===== config.mk =====
export PLATFORM = sky130hd
export DESIGN_NAME = pio_arbiter
export DESIGN_NICKNAME = d
export VERILOG_FILES = /design/src/rtl/pio_arb_pkg.sv /design/src/rtl/pio_arb_rr.sv /design/src/rtl/pio_arbiter.sv
export SDC_FILE = /design/constraint.sdc
export NUM_CORES = 1
export LEC_CHECK = 0
export CAP_MARGIN = 10
export CORE_AREA = 2 2 85 87
export DETAILED_ROUTE_END_ITERATION = 16
export DIE_AREA = 0 0 87 89
export PLACE_DENSITY = 0.86
export SLEW_MARGIN = 20
export SYNTH_ARGS = -nofsm -noshare
export SYNTH_HDL_FRONTEND = slang
export SYNTH_SLANG_ARGS = --single-unit
export TNS_END_PERCENT = 100

===== constraint.sdc =====
create_clock -name clk -period 7 [get_ports clk]
set_input_delay 2.1 -clock clk [delete_from_list [all_inputs] [get_ports clk]]
set_output_delay 2.1 -clock clk [all_outputs]
set_load 0.05 [all_outputs]

===== src/rtl/pio_arb_pkg.sv =====
// Shared types and constants for the two-requester PIO arbiter.
package pio_arb_pkg;
  localparam int NUM_RQ = 2;

  localparam logic [1:0] ADDR_DATA = 2'd0;
  localparam logic [1:0] ADDR_DIR  = 2'd1;

  typedef enum logic [1:0] {
    IDLE  = 2'd0,
    ISSUE = 2'd1,
    RESP  = 2'd2
  } arb_state_e;

  typedef struct packed {
    logic        write;
    logic [1:0]  addr;
    logic [31:0] wdata;
  } pio_cmd_t;

  function automatic logic [NUM_RQ-1:0] rq_onehot(input logic idx);
    rq_onehot = idx ? 2'b10 : 2'b01;
  endfunction
endpackage


===== src/rtl/pio_arb_rr.sv =====
// Round-robin pick between the two requesters; a held lock masks everyone but its owner.
module pio_arb_rr
  import pio_arb_pkg::*;
(
  input  logic              clk,
  input  logic              reset,
  input  logic [NUM_RQ-1:0] valid,
  input  logic              lock,
  input  logic              owner,
  input  logic              accept,
  output logic [NUM_RQ-1:0] grant,
  output logic              sel
);
  logic              prio;
  logic [NUM_RQ-1:0] elig;

  always_comb begin
    elig  = lock ? (valid & rq_onehot(owner)) : valid;
    sel   = (elig[0] && elig[1]) ? prio : elig[1];
    grant = (elig != '0) ? rq_onehot(sel) : '0;
  end

  // prio names the requester to favour on the next tie: the one not granted last
  always_ff @(posedge clk) begin
    if (reset)       prio <= 1'b0;
    else if (accept) prio <= ~sel;
  end
endmodule


===== src/rtl/pio_arbiter.sv =====
// Two-requester arbiter in front of a PIO slave: accept / ISSUE / RESP, with
// optional bus locking that is force-released after LOCK_TIMEOUT idle cycles.
module pio_arbiter
  import pio_arb_pkg::*;
#(
  parameter int LOCK_TIMEOUT = 64,
  parameter int DW           = 8
) (
  input  logic              clk,
  input  logic              reset,
  input  logic [NUM_RQ-1:0] rq_valid,
  output logic [NUM_RQ-1:0] rq_ready,
  input  logic [NUM_RQ-1:0] rq_write,
  input  logic [NUM_RQ-1:0] rq_lock,
  input  logic [1:0]        rq_addr0,
  input  logic [1:0]        rq_addr1,
  input  logic [31:0]       rq_wdata0,
  input  logic [31:0]       rq_wdata1,
  output logic [NUM_RQ-1:0] rs_valid,
  output logic [31:0]       rs_rdata,
  output logic [1:0]        address,
  output logic              chipselect,
  output logic              write_n,
  output logic [31:0]       writedata,
  input  logic [31:0]       readdata,
  output logic              busy,
  output logic              lock_timeout
);
  localparam int          CW       = $clog2(LOCK_TIMEOUT + 1);
  localparam logic [CW-1:0] TMO_LAST = CW'(LOCK_TIMEOUT - 1);
  localparam logic [31:0] RD_MASK  = (DW >= 32) ? 32'hFFFF_FFFF : ((32'd1 << DW) - 32'd1);

  arb_state_e        state, state_nx;
  pio_cmd_t          cmd_q, cmd_sel;
  logic              owner_q, lock_q;
  logic [CW-1:0]     cnt;
  logic [NUM_RQ-1:0] grant;
  logic              sel, accept, owner_valid, tmo_hit;

  pio_arb_rr u_rr (
    .clk    (clk),
    .reset  (reset),
    .valid  (rq_valid),
    .lock   (lock_q),
    .owner  (owner_q),
    .accept (accept),
    .grant  (grant),
    .sel    (sel)
  );

  always_comb begin
    rq_ready    = (state == IDLE && !reset) ? grant : '0;
    accept      = |(rq_valid & rq_ready);
    owner_valid = rq_valid[owner_q];
    // owner request beats a timeout landing in the same cycle
    tmo_hit     = (state == IDLE) && lock_q && !owner_valid && (cnt == TMO_LAST);
    cmd_sel     = sel ? '{write: rq_write[1], addr: rq_addr1, wdata: rq_wdata1}
                      : '{write: rq_write[0], addr: rq_addr0, wdata: rq_wdata0};
  end

  always_ff @(posedge clk) begin
    if (reset) begin
      state        <= IDLE;
      cmd_q        <= '0;
      owner_q      <= 1'b0;
      lock_q       <= 1'b0;
      cnt          <= '0;
      lock_timeout <= 1'b0;
    end else begin
      state        <= state_nx;
      lock_timeout <= tmo_hit;
      if (accept) begin
        cmd_q   <= cmd_sel;
        owner_q <= sel;
        lock_q  <= rq_lock[sel];
        cnt     <= '0;
      end else if (tmo_hit) begin
        lock_q <= 1'b0;
        cnt    <= '0;
      end else if (state == IDLE && lock_q && !owner_valid) begin
        cnt <= cnt + 1'b1;
      end
    end
  end

  always_comb begin
    state_nx = state;
    case (state)
      IDLE:    if (accept) state_nx = ISSUE;
      ISSUE:   state_nx = RESP;
      RESP:    state_nx = IDLE;
      default: state_nx = IDLE;
    endcase
  end

  always_comb begin
    chipselect = 1'b0;
    write_n    = 1'b1;
    address    = '0;
    writedata  = '0;
    rs_valid   = '0;
    rs_rdata   = '0;
    busy       = (state != IDLE) || lock_q;
    case (state)
      ISSUE: begin
        chipselect = 1'b1;
        write_n    = ~cmd_q.write;
        address    = cmd_q.addr;
        writedata  = cmd_q.wdata;
      end
      RESP: begin
        rs_valid = rq_onehot(owner_q);
        rs_rdata = cmd_q.write ? 32'd0 : (readdata & RD_MASK);
      end
      default: ;
    endcase
  end
endmodule


### Yosys cells after proc, flatten, opt, wreduce, memory -nomap -nowiden

Index checks and enable logic that the tools add are counted.
W data, S select, Z words.

| word-level totals | value |
|---|---|
| register bits | 48 |
| logic and storage cells | 56 |
| bits of input ports | 108 |

| operators by class | value |
|---|---|
| equal/unequal tests | 4 |
| muxes and demuxes | 22 |
| bitwise operators | 4 |
| reduce and logical (&&, ||, !) cells | 14 |
| add/sub/neg operators | 1 |
| order comparisons | 2 |

Operators by type and width:

| operator | number |
|---|---|
| $mux W35 | 1 |
| $mux W32 | 1 |
| $mux W2 | 8 |
| $mux W8 | 2 |
| $mux W1 | 9 |
| $add A7 B1 Y7 const B | 1 |
| $eq A7 B6 Y1 const B | 1 |
| $reduce_bool A2 Y1 | 3 |
| $logic_and A1 B1 Y1 | 5 |
| $and A2 B2 Y2 | 2 |
| $lt A1 B2 Y1 const B | 2 |
| $pmux W2 S2 | 1 |
| $reduce_or A4 Y1 | 1 |
| $eq A2 B1 Y1 const B | 1 |
| $eq A2 B2 Y1 const B | 1 |
| $logic_not A1 Y1 | 2 |
| $logic_not A2 Y1 | 1 |
| $ne A2 B2 Y1 const B | 1 |
| $not A1 Y1 | 2 |
| $reduce_or A2 Y1 | 1 |
| $logic_or A1 B1 Y1 | 1 |

### Logic depth before layout (Yosys ltp)

Gate-level depths: netlist of run 1.

| logic depth | value |
|---|---|
| depth in word-level cells | 12 |
| gate-level depth with buffers | 7 |
| gate-level depth less buffers | 5 |

### By module

From an unflattened synthesis of run 1, not the netlist that was laid out.

| second synthesis, totals | value |
|---|---|
| cell total of the unflattened synthesis | 298 |
| area, all modules | 2713.9 µm² |

Modules (own cells, without submodules):

| module | area each (µm²) | cells each | instances |
|---|---|---|---|
| pio_arbiter | 2626.3 | 289 | 1 |
| pio_arb_rr | 87.6 | 9 | 1 |

### Least setup slack after synthesis of run 1

OpenSTA, ideal clock, no wires.

| path | value |
|---|---|
| kind | in2out |
| from | in reset |
| to | out rq_ready[0] |
| path buffers | 3 |
| stages | 5 |
| arrival | 3.148 ns |
| setup slack | 1.752 ns |
| path through | clkbuf_1 nor3_1 o2111a_1 buf_2 buf_2 |

| on the way | value |
|---|---|
| longest elaborated chain between the ends | 3 |

Ends and longest elaborated chain:

| element | RTL line | text |
|---|---|---|
| start, declared | pio_arbiter.sv:10 | `input logic reset,` |
| $logic_not A1 Y1 | pio_arbiter.sv:52 | `rq_ready = (state == IDLE && !reset) ? grant : '0;` |
| $logic_and A1 B1 Y1 | pio_arbiter.sv:52 |  |
| $mux W2 | pio_arbiter.sv:52 |  |
| end, declared | pio_arbiter.sv:12 | `output logic [NUM_RQ-1:0] rq_ready,` |

No other way between the ends.

### Final worst setup path of run 1

| path | value |
|---|---|
| from | in rq_valid[0] |
| to | out rq_ready[1] |

| on the way | value |
|---|---|
| longest elaborated chain between the ends | 7 |

Ends and longest elaborated chain:

| element | RTL line | text |
|---|---|---|
| start, declared | pio_arbiter.sv:11 | `input logic [NUM_RQ-1:0] rq_valid,` |
| $and A2 B2 Y2 | pio_arb_rr.sv:18 | `elig = lock ? (valid & rq_onehot(owner)) : valid;` |
| $mux W2 * | pio_arb_rr.sv:18 |  |
| $logic_and A1 B1 Y1 | pio_arb_rr.sv:19 | `sel = (elig[0] && elig[1]) ? prio : elig[1];` |
| $mux W1 | pio_arb_rr.sv:19 |  |
| $mux W2 | pio_arb_pkg.sv:21 | `rq_onehot = idx ? 2'b10 : 2'b01;` |
| $mux W2 * | pio_arb_rr.sv:20 | `grant = (elig != '0) ? rq_onehot(sel) : '0;` |
| $mux W2 * | pio_arbiter.sv:52 |  |

Every way passes the cells marked *; elsewhere a longest branch is shown, timed or not.

==> flow_summary_export.csv, run 1 <==
group,metric,value,unit
status,run_status,"finished clean",
timing,slew_headroom,41.0,%
critical_path,cpPeakStageDelay,550,ps
critical_path,crit_buf_inv,3,
yosys,synth_most_common_cell,"nand2_1",
die,initial_core_util,38.0,%
yosys,synth.top_cell.area_share,37.6,%
die,rows,30,
pwr,pwr_density_cell,194,nW/µm²
yosys,postSynthCellCount,324,
clock_tree,cts_hold_buf,0,
place,gp_congestion,0.787,
timing,setup_viol,0,
critical_path,crit_type,"input port to primary output",
die,core_area,6720,µm²
pwr,clkPwrFrac,22.1,%
cells_and_area,seqCellArea,961,µm²
critical_path,cp_top_family,"buffers and inverters",
detailed_routing,viasPerCell,4.88,
timing,fin_ws,1060,ps
yosys,async_reset_ff_share,0,%
place,place_ws,1060,ps
die,dieArea,7740,µm²
global_routing,grt_max_degree,40,
cells_and_area,multi_input_area,1400,µm²
cells_and_area,fin_util,58.6,%
timing,max_freq,168,MHz
yosys,ys_warn_count,0,
min_path,hold_path.class,"flop to flop",
critical_path,cp.required,4900,ps
clock_tree,clkSinkCount,48,
critical_path,crit_path_end_kind,"primary output",
detailed_routing,first_iter_violations,113,
pwr,p_switching,281,µW
critical_path,critPathLaunchType,"input port",
pwr,p_seq_share,42.1,%
clock_tree,htree_levels,2,
detailed_routing,drtPass1Iterations,4,
timing,drv_slew,0,
yosys,synth.distinct_cells,36,
timing,hold_ws,435,ps
cells_and_area,syn_to_final_growth,54.2,%
yosys,ys_seq_area_share,37.6,%
timing,min_period_over_period,84.8,%
pwr,p_int,483,µW
yosys,synth_area,2550,µm²
detailed_routing,drc,0,
detailed_routing,ant_nets,0,
timing,fin_crit,5940,ps
clock_tree,clk_pin_slew,90,ps
die,io_pins,182,
yosys,ys_top_cells_by_area,"dfxtp_1, nand2_1, and2_1, buf_4, a311oi_1",
die,die_w,87,µm
global_routing,grt_overflow_total,0,
yosys,syn_area_per_cell,7.89,µm²
critical_path,cp_slowest_cell,"clkdlybuf4s50_1",
yosys,ys_seq_elements,48,
cells_and_area,fin_cells,529,
global_routing,grt_pass1_wl,11000,µm
timing,tightest_slew,883,ps
critical_path,worst_ep_arrival_time,3840,ps
cells_and_area,drive_above_1_share,4.45,%
yosys,synth-edff-count,0,
clock_tree,cts_setup_buffers,0,
pwr,p_leak,0.00158,µW
timing,setup-tns-final,0,ps
critical_path,path_cells,"clkdlybuf4s50_1 > or3b_2 > nand4_1 > inv_1 > buf_12",
yosys,synth_top_area_cell,"dfxtp_1",
timing,rsz0062_at_grt,"no",
clock_tree,cts_tree,"built",
detailed_routing,wl,7100,µm
clock_tree,root_buffer,"clkbuf_8",
critical_path,crit_path_max_fanout,16,
detailed_routing,wl_per_cell,13.4,µm
place,dp.cells,521,
yosys,ys.flop_type,"dfxtp_1",
detailed_routing,vias,2580,
run,cap_viol_max_count,0,
clock_tree,numCtsBuffers,5,
pwr,switching_share,36.8,%
die,die_y,89,µm
global_routing,grt_pass1_vias,2443,
place,dp.final_hpwl,5390,µm
timing,fin_worst_skew,10.5,ps
global_routing,antenna_found_initial,0,
clock_tree,cts_resized,0,
clock_tree,clk_latency,300,ps
cells_and_area,fillerInstances,630,
timing,hold_viol_final,0,
yosys,synth_common_cells,"nand2_1, dfxtp_1, and2_1",
place,io_buffers,133,
cells_and_area,diodes,0,
global_routing,grtUsageTotal,17.8,%
cells_and_area,nets,557,
pwr,pwr-share-comb,35.8,%
clock_tree,cts_buffer_depth,2,
pwr,ir_drop,0.0885,mV
## sequential cells by signal, summed over array words and instances, names as in the netlist
register and count:
lock_timeout 1, u_rr.prio 1, lock_q 1, owner_q 1
state 2, cnt 7, cmd_q 35
## final timing paths
| path | startpoint | endpoint | slack, ps | depth (start not counted) |
|---|---|---|---|---|
| min | cmd_q[11] | cmd_q[11] | 440 | 2 |
| min reg2reg | cmd_q[11] | cmd_q[11] | 440 | 2 |
| max reg2reg | lock_q | cmd_q[28] | 4910 | 4 |
| max | rq_valid[0] | rq_ready[1] | 1060 | 5 |
## kinds of logic after synthesis
logic type	count (synthesis)	share of synthesized area, %
AND/OR/NAND/NOR	172	32.1
AO/OA/AOI/OAI	50	15.8
flip-flops	48	37.6
buffers and inverters	45	11.2
multiplexers	4	1.71
XOR/XNOR	3	1.03
adder cells (fa/ha/maj)	1	0.490
other	1	0.147
## cells in the final DEF, fill, tap and decap left out, drive strengths merged, types with 2 or more instances in the layout
master / synthesis / routed
and3: 3 / 3
nor2: 28 / 28
inv: 2 / 2
nor2b: 3 / 3
mux2i: 4 / 4
and2: 42 / 42
nand3: 4 / 4
or3: 3 / 3
clkbuf: 10 / 5
clkdlybuf4s50: 0 / 131
a22oi: 15 / 15
xor2: 3 / 3
nor3: 5 / 5
buf: 33 / 6
clkinvlp: 0 / 2
a21oi: 4 / 4
o21ai: 4 / 4
nand2: 77 / 77
nand2b: 2 / 2
dfxtp: 48 / 48
conb: 1 / 24
a211oi: 2 / 2
a311oi: 20 / 20
## routing by layer
metal	vias up	global-route usage (%)	routed length (µm)
met5	-	0	0
met4	0	3.69	37
met3	4	5.36	603
met2	106	34.2	3630
met1	1177	19.2	2830
li1	1293	-	-
## worst register-to-register path, stage by stage, from the launching register on
cell and delay (ps):
dfxtp_1 400, or3b_2 530, nand3_1 620, nand2_1 150, a311oi_1 300
## cell type report
cell class                      instances  area share [%]
Multi-Input combinational cell        254            35.5
Timing Repair Buffer                  137            35.1
Sequential cell                        48            24.4
Tap cell                               80            2.54
Clock buffer                            5            1.75
Clock inverter                          3           0.603
Inverter                                2           0.191
## power by group through the flow
stage	logic (µW)	clock network (µW)	registers [µW]
after CTS	276	175	321
final	274	169	321
after global placement	271	0	325
after detailed placement	275	0	328
after floorplan	190	0	323
after global routing	295	186	326
## metrics by stage
stage	power (µW)	area (µm²)
finish	764	3940
detailed placement	603	3850
CTS	773	3940
global route	807	3940
global placement	596	3850
floorplan	512	2640
Power figures use the tool's default switching activity.
==> run 2, diff against run 1 <==
CORE_AREA = 2 2 89 91   (was 2 2 85 87)
DIE_AREA = 0 0 91 93   (was 0 0 87 89)
PLACE_DENSITY = 0.79   (was 0.86)
clock period = 5.5 ns   (was 7 ns; I/O delays follow)
==> run 2 against run 1 <==
Compared with the run above: worst hold slack worse by 2.9 ps; flip-flop and latch count unchanged; cell area is 0.64% higher; register-to-register slack got worse by 1700 ps; core utilization decreased by 6.0 points; sequential share of layout area is 0.15 points lower; combinational power increased by 27%; critical endpoint unchanged.
==> flow_summary_export.csv, run 2 (synthesis results as in run 1) <==
group,metric,value,unit
place,dp.final_hpwl,5300,µm
critical_path,timing.rr.start,"state[0]",
critical_path,timing.critical_path.from,"rq_valid[0]",
detailed_routing,drtPass1Iterations,4,
cells_and_area,fin_cells,551,
detailed_routing,viasPerCell,4.61,
die,die_y,93,µm
clock_tree,numCtsBuffers,5,
clock_tree,cts_hold_buf,0,
run,cap_viol_max_count,0,
timing,setup-tns-final,0,ps
global_routing,grt_overflow_total,0,
clock_tree,clk_latency,290,ps
timing,drv_slew,0,
detailed_routing,ant_nets,0,
cells_and_area,nets,557,
timing,rsz0062_at_grt,"no",
die,die_w,91,µm
detailed_routing,wl,7040,µm
timing,tightest_slew,887,ps
cells_and_area,syn_to_final_growth,55.2,%
clock_tree,cts_tree,"built",
timing,fin_worst_skew,9.08,ps
timing,setup_viol,0,
detailed_routing,vias,2538,
clock_tree,clk_pin_slew,80,ps
global_routing,antenna_found_initial,0,
global_routing,grt_max_degree,33,
cells_and_area,drive_above_1_share,4.01,%
cells_and_area,final_cell_mix,"clkdlybuf4s50_1, nand2_1, dfxtp_1",
global_routing,grtUsageTotal,16.5,%
clock_tree,root_buffer,"clkbuf_8",
critical_path,critPathLaunchType,"input port",
detailed_routing,wl_per_cell,12.8,µm
cells_and_area,largest_register,"cmd_q",
timing,min_period_over_period,91.1,%
place,dp.cells,543,
detailed_routing,first_iter_violations,58,
timing,slew_headroom,40.7,%
clock_tree,cts_resized,0,
min_path,min-delay-start,"cmd_q[13]",
die,io_pins,182,
critical_path,crit_path_max_fanout,16,
place,placed_area,3870,µm²
global_routing,grt_pass1_vias,2462,
pwr,ir_drop,0.100,mV
cells_and_area,postLayoutCellArea,3970,µm²
cells_and_area,final_common_cell,"clkdlybuf4s50_1",
critical_path,cp.required,3850,ps
clock_tree,htree_levels,2,
pwr,p_leak,0.00159,µW
status,run_status,"finished clean",
pwr,pwr_density_cell,245,nW/µm²
die,dieArea,8460,µm²
die,core_area,7530,µm²
place,gp_congestion,0.759,
timing,hold_viol_final,0,
clock_tree,cts_setup_buffers,0,
cells_and_area,diodes,0,
min_path,hold_path.class,"flop to flop",
critical_path,crit_type,"input port to primary output",
place,io_buffers,133,
cells_and_area,reg.largest.list,"cmd_q x35, cnt x7, state x2",
cells_and_area,largest_reg_flops,35,
die,initial_core_util,33.9,%
timing,fin_crit,5010,ps
critical_path,worst_ep_arrival_time,3360,ps
clock_tree,clkSinkCount,48,
cells_and_area,fin_util,52.7,%
detailed_routing,drc,0,
timing,max_freq,200,MHz
critical_path,crit_path_end_kind,"primary output",
global_routing,grt_pass1_wl,11400,µm
die,rows,32,
clock_tree,cts_buffer_depth,2,
run 2: power breakdown:
group | switching (µW) | total [µW] | internal, µW
Clock | 114 | 216 | 103
Combinational | 210 | 348 | 138
Sequential | 21.3 | 408 | 386
Total | 345 | 972 | 627
run 2: worst max-delay path: stages:
cell	delay [ps]
clkdlybuf4s50_1	540
or3b_2	480
nand4_1	150
inv_1	280
buf_12	250
run 2: routing by layer:
layer / routed length [µm] / vias to the layer above / track usage, %
met5: 0 / - / 0
met4: 0 / 0 / 3.41
met3: 559 / 0 / 5.48
met2: 3510 / 99 / 29.6
met1: 2970 / 1143 / 19.1
li1: - / 1296 / -
run 2: through the flow:
step                      power [µW]  hold WS, ps  setup slack [ps]
after floorplan                  652          407              1150
final                            972          432               489
after CTS                        986          437               484
after global placement           760          415               499
after detailed placement         767          422               485
after global routing            1030          464               388
run 2: area by class of cell:
cell class                      count  area (µm²)
Fill cell                         735        3560
Sequential cell                    48         961
Tap cell                          102         128
Inverter                            2        7.51
Clock buffer                        8        90.1
Multi-Input combinational cell    254        1400
Timing Repair Buffer              137        1380
run 2: path summary, 6_finish.rpt:
path                       to  slack [ps]  depth (start not counted)
setup / recovery  rq_ready[1]         490                          5
hold / removal      cmd_q[13]         430                          2
setup reg to reg    cmd_q[28]        3230                          5
hold reg to reg     cmd_q[13]         430                          2
==> run 3, diff against run 2 <==
CTS_BUF_LIST = sky130_fd_sc_hd__clkbuf_16   (was default)
GPL_TIMING_DRIVEN = 0   (was default)
==> run 3 against run 2 <==
Compared with the run above: power increased by 10%; register-to-register slack improved by 440 ps; via count increased by 7.2%; clock skew decreased by 3.8 ps; first-iteration DRC count increased by 74%; worst hold slack got worse by 0.89 ps; setup slack got worse by 220 ps; count of clock-buffer cells in the layout decreased by 3; sequential power about the same; maximum frequency decreased by 4.2%; die area unchanged; critical path type unchanged; largest cell class is now buffers.
==> flow_summary_export.csv, run 3 (synthesis results as in run 1) <==
group,metric,value,unit
detailed_routing,first_iter_violations,101,
pwr,p_int,705,µW
critical_path,crit_path_max_fanout,10,
critical_path,reg2reg_depth,4,
clock_tree,cts_buffer_depth,2,
cells_and_area,largest_register,"cmd_q",
min_path,min_path_cells,2,
timing,hold_viol_final,0,
die,die_y,93,µm
cells_and_area,postLayoutCellArea,4230,µm²
place,gp_congestion,0.768,
cells_and_area,seqCellArea,961,µm²
global_routing,gr-usage-met2,32.0,%
run,cap_viol_max_count,0,
die,core_area,7530,µm²
global_routing,antenna_found_initial,0,
timing,setup_viol,0,
cells_and_area,drive_above_1_share,9.43,%
pwr,p_seq_share,38.1,%
pwr,switching_share,34.4,%
cells_and_area,final_cell_mix,"clkdlybuf4s50_1, nand2_1, dfxtp_1",
critical_path,r2r-end,"cmd_q[29]",
pwr,clkPwrFrac,27.3,%
global_routing,grt_pass1_wl,12200,µm
detailed_routing,viasPerCell,4.61,
global_routing,grtUsageTotal,17.5,%
timing,slew_headroom,46.6,%
cells_and_area,fillerInstances,706,
pwr,p_switching,370,µW
detailed_routing,wl_per_cell,13.1,µm
clock_tree,cts_setup_buffers,0,
critical_path,critPathLaunchType,"input port",
critical_path,crit_type,"input port to primary output",
critical_path,path_cells,"clkdlybuf4s50_1 > clkbuf_1 > nor3_1 > nand4_1 > inv_1 > buf_2 > clkbuf_2",
global_routing,use_met3,4.83,%
min_path,min-delay-start,"cmd_q[12]",
timing,setup-tns-final,0,ps
timing,drv_slew,0,
timing,rsz0062_at_grt,"no",
critical_path,r2r_slack,3670,ps
pwr,p_leak,0.00177,µW
status,run_status,"finished clean",
global_routing,grt_pass1_vias,2614,
detailed_routing,vias,2722,
clock_tree,cts_resized,2,
clock_tree,cts_hold_buf,0,
clock_tree,root_buffer,"clkbuf_16",
global_routing,grt_use_met1,20.8,%
global_routing,grt_overflow_total,0,
critical_path,timing.rr.start,"state[0]",
place,placed_area,4100,µm²
clock_tree,clkSinkCount,48,
cells_and_area,reg.largest.list,"cmd_q x35, cnt x7, state x2",
timing,min_period_over_period,95.1,%
die,rows,32,
clock_tree,clk_pin_slew,60,ps
die,initial_core_util,33.9,%
detailed_routing,ant_nets,0,
cells_and_area,multi_input_area,1400,µm²
timing,fin_crit,5230,ps
clock_tree,cts_tree,"built",
cells_and_area,final_common_cell,"clkdlybuf4s50_1",
critical_path,cpPeakStageDelay,410,ps
min_path,hold_path.class,"flop to flop",
clock_tree,clk_latency,290,ps
pwr,pwr-share-comb,34.6,%
global_routing,grt_max_degree,15,
cells_and_area,largest_reg_flops,35,
timing,fin_worst_skew,5.28,ps
cells_and_area,diodes,0,
pwr,pwr_density_cell,254,nW/µm²
place,dp.final_hpwl,6110,µm
timing,tightest_slew,796,ps
pwr,ir_drop,0.115,mV
critical_path,cp.required,3850,ps
clock_tree,numCtsBuffers,5,
die,die_w,91,µm
min_path,hold_end,"cmd_q[12]",
global_routing,grt-busiest-layer,"met2",
clock_tree,htree_levels,2,
place,io_buffers,133,
critical_path,worst_ep_arrival_time,3580,ps
die,io_pins,182,
cells_and_area,nets,596,
critical_path,cp_slowest_cell,"clkdlybuf4s50_1",
die,dieArea,8460,µm²
critical_path,crit_path_end_kind,"primary output",
detailed_routing,drtPass1Iterations,4,
detailed_routing,drc,0,
timing,max_freq,191,MHz
cells_and_area,syn_to_final_growth,65.6,%
detailed_routing,wl,7720,µm
run 3: cell count changes in the layout (fill, tap and decap cells not counted), moves of 2 or more:
cell,delta
buf_12,-2
buf_2,+6
buf_4,+21
buf_6,+2
clkbuf_1,+8
clkbuf_16,+5
clkbuf_2,+2
clkbuf_8,-6
run 3: metal layers:
metal  up-vias  wire [µm]
met5         -          0
li1       1375          -
met2       109       3800
met4         0         50
met3         4        626
met1      1234       3240
run 3: worst max-delay path by stage:
stage	depth (start not counted)	start	to
2_1_floorplan	5	reset	rq_ready[0]
3_3_place_gp	7	reset	rq_ready[1]
3_5_place_dp	7	reset	rq_ready[1]
4_1_cts	7	reset	rq_ready[1]
5_1_grt	7	reset	rq_ready[1]
6_report	7	reset	rq_ready[1]
run 3: critical path, delay by kind of cell:
family / cells / cell delay (ps)
buffers and inverters: 5 / 1460
and+or+nand+nor: 2 / 460
run 3: through the flow:
stage	utilization [%]	hold WS, ps	power, µW	std cells	setup slack, ps
2_1_floorplan	-	407	652	347	1150
5_1_grt	56.2	467	1130	590	126
4_1_cts	56.3	433	1080	590	56.0
3_5_place_dp	54.5	422	790	582	-220
3_3_place_gp	54.5	415	780	582	-199
6_report	56.2	432	1070	590	269
run 3: power groups by stage:
stage / combinational (µW) / clock [µW] / sequential [µW]
6_report: 372 / 294 / 409
5_1_grt: 400 / 312 / 415
4_1_cts: 373 / 300 / 409
3_5_place_dp: 373 / 0 / 417
3_3_place_gp: 366 / 0 / 414
2_1_floorplan: 242 / 0 / 410
run 3: layout make-up:
| class | instances | area share (%) |
|---|---|---|
| multi-input cells | 254 | 33.0 |
| repair buffers | 133 | 31.2 |
| well taps | 102 | 3.02 |
| inverters | 2 | 0.177 |
| clock inverters | 3 | 0.355 |
| clock buffers | 5 | 2.96 |
| plain buffers | 43 | 6.57 |
| flip-flops and latches | 48 | 22.7 |
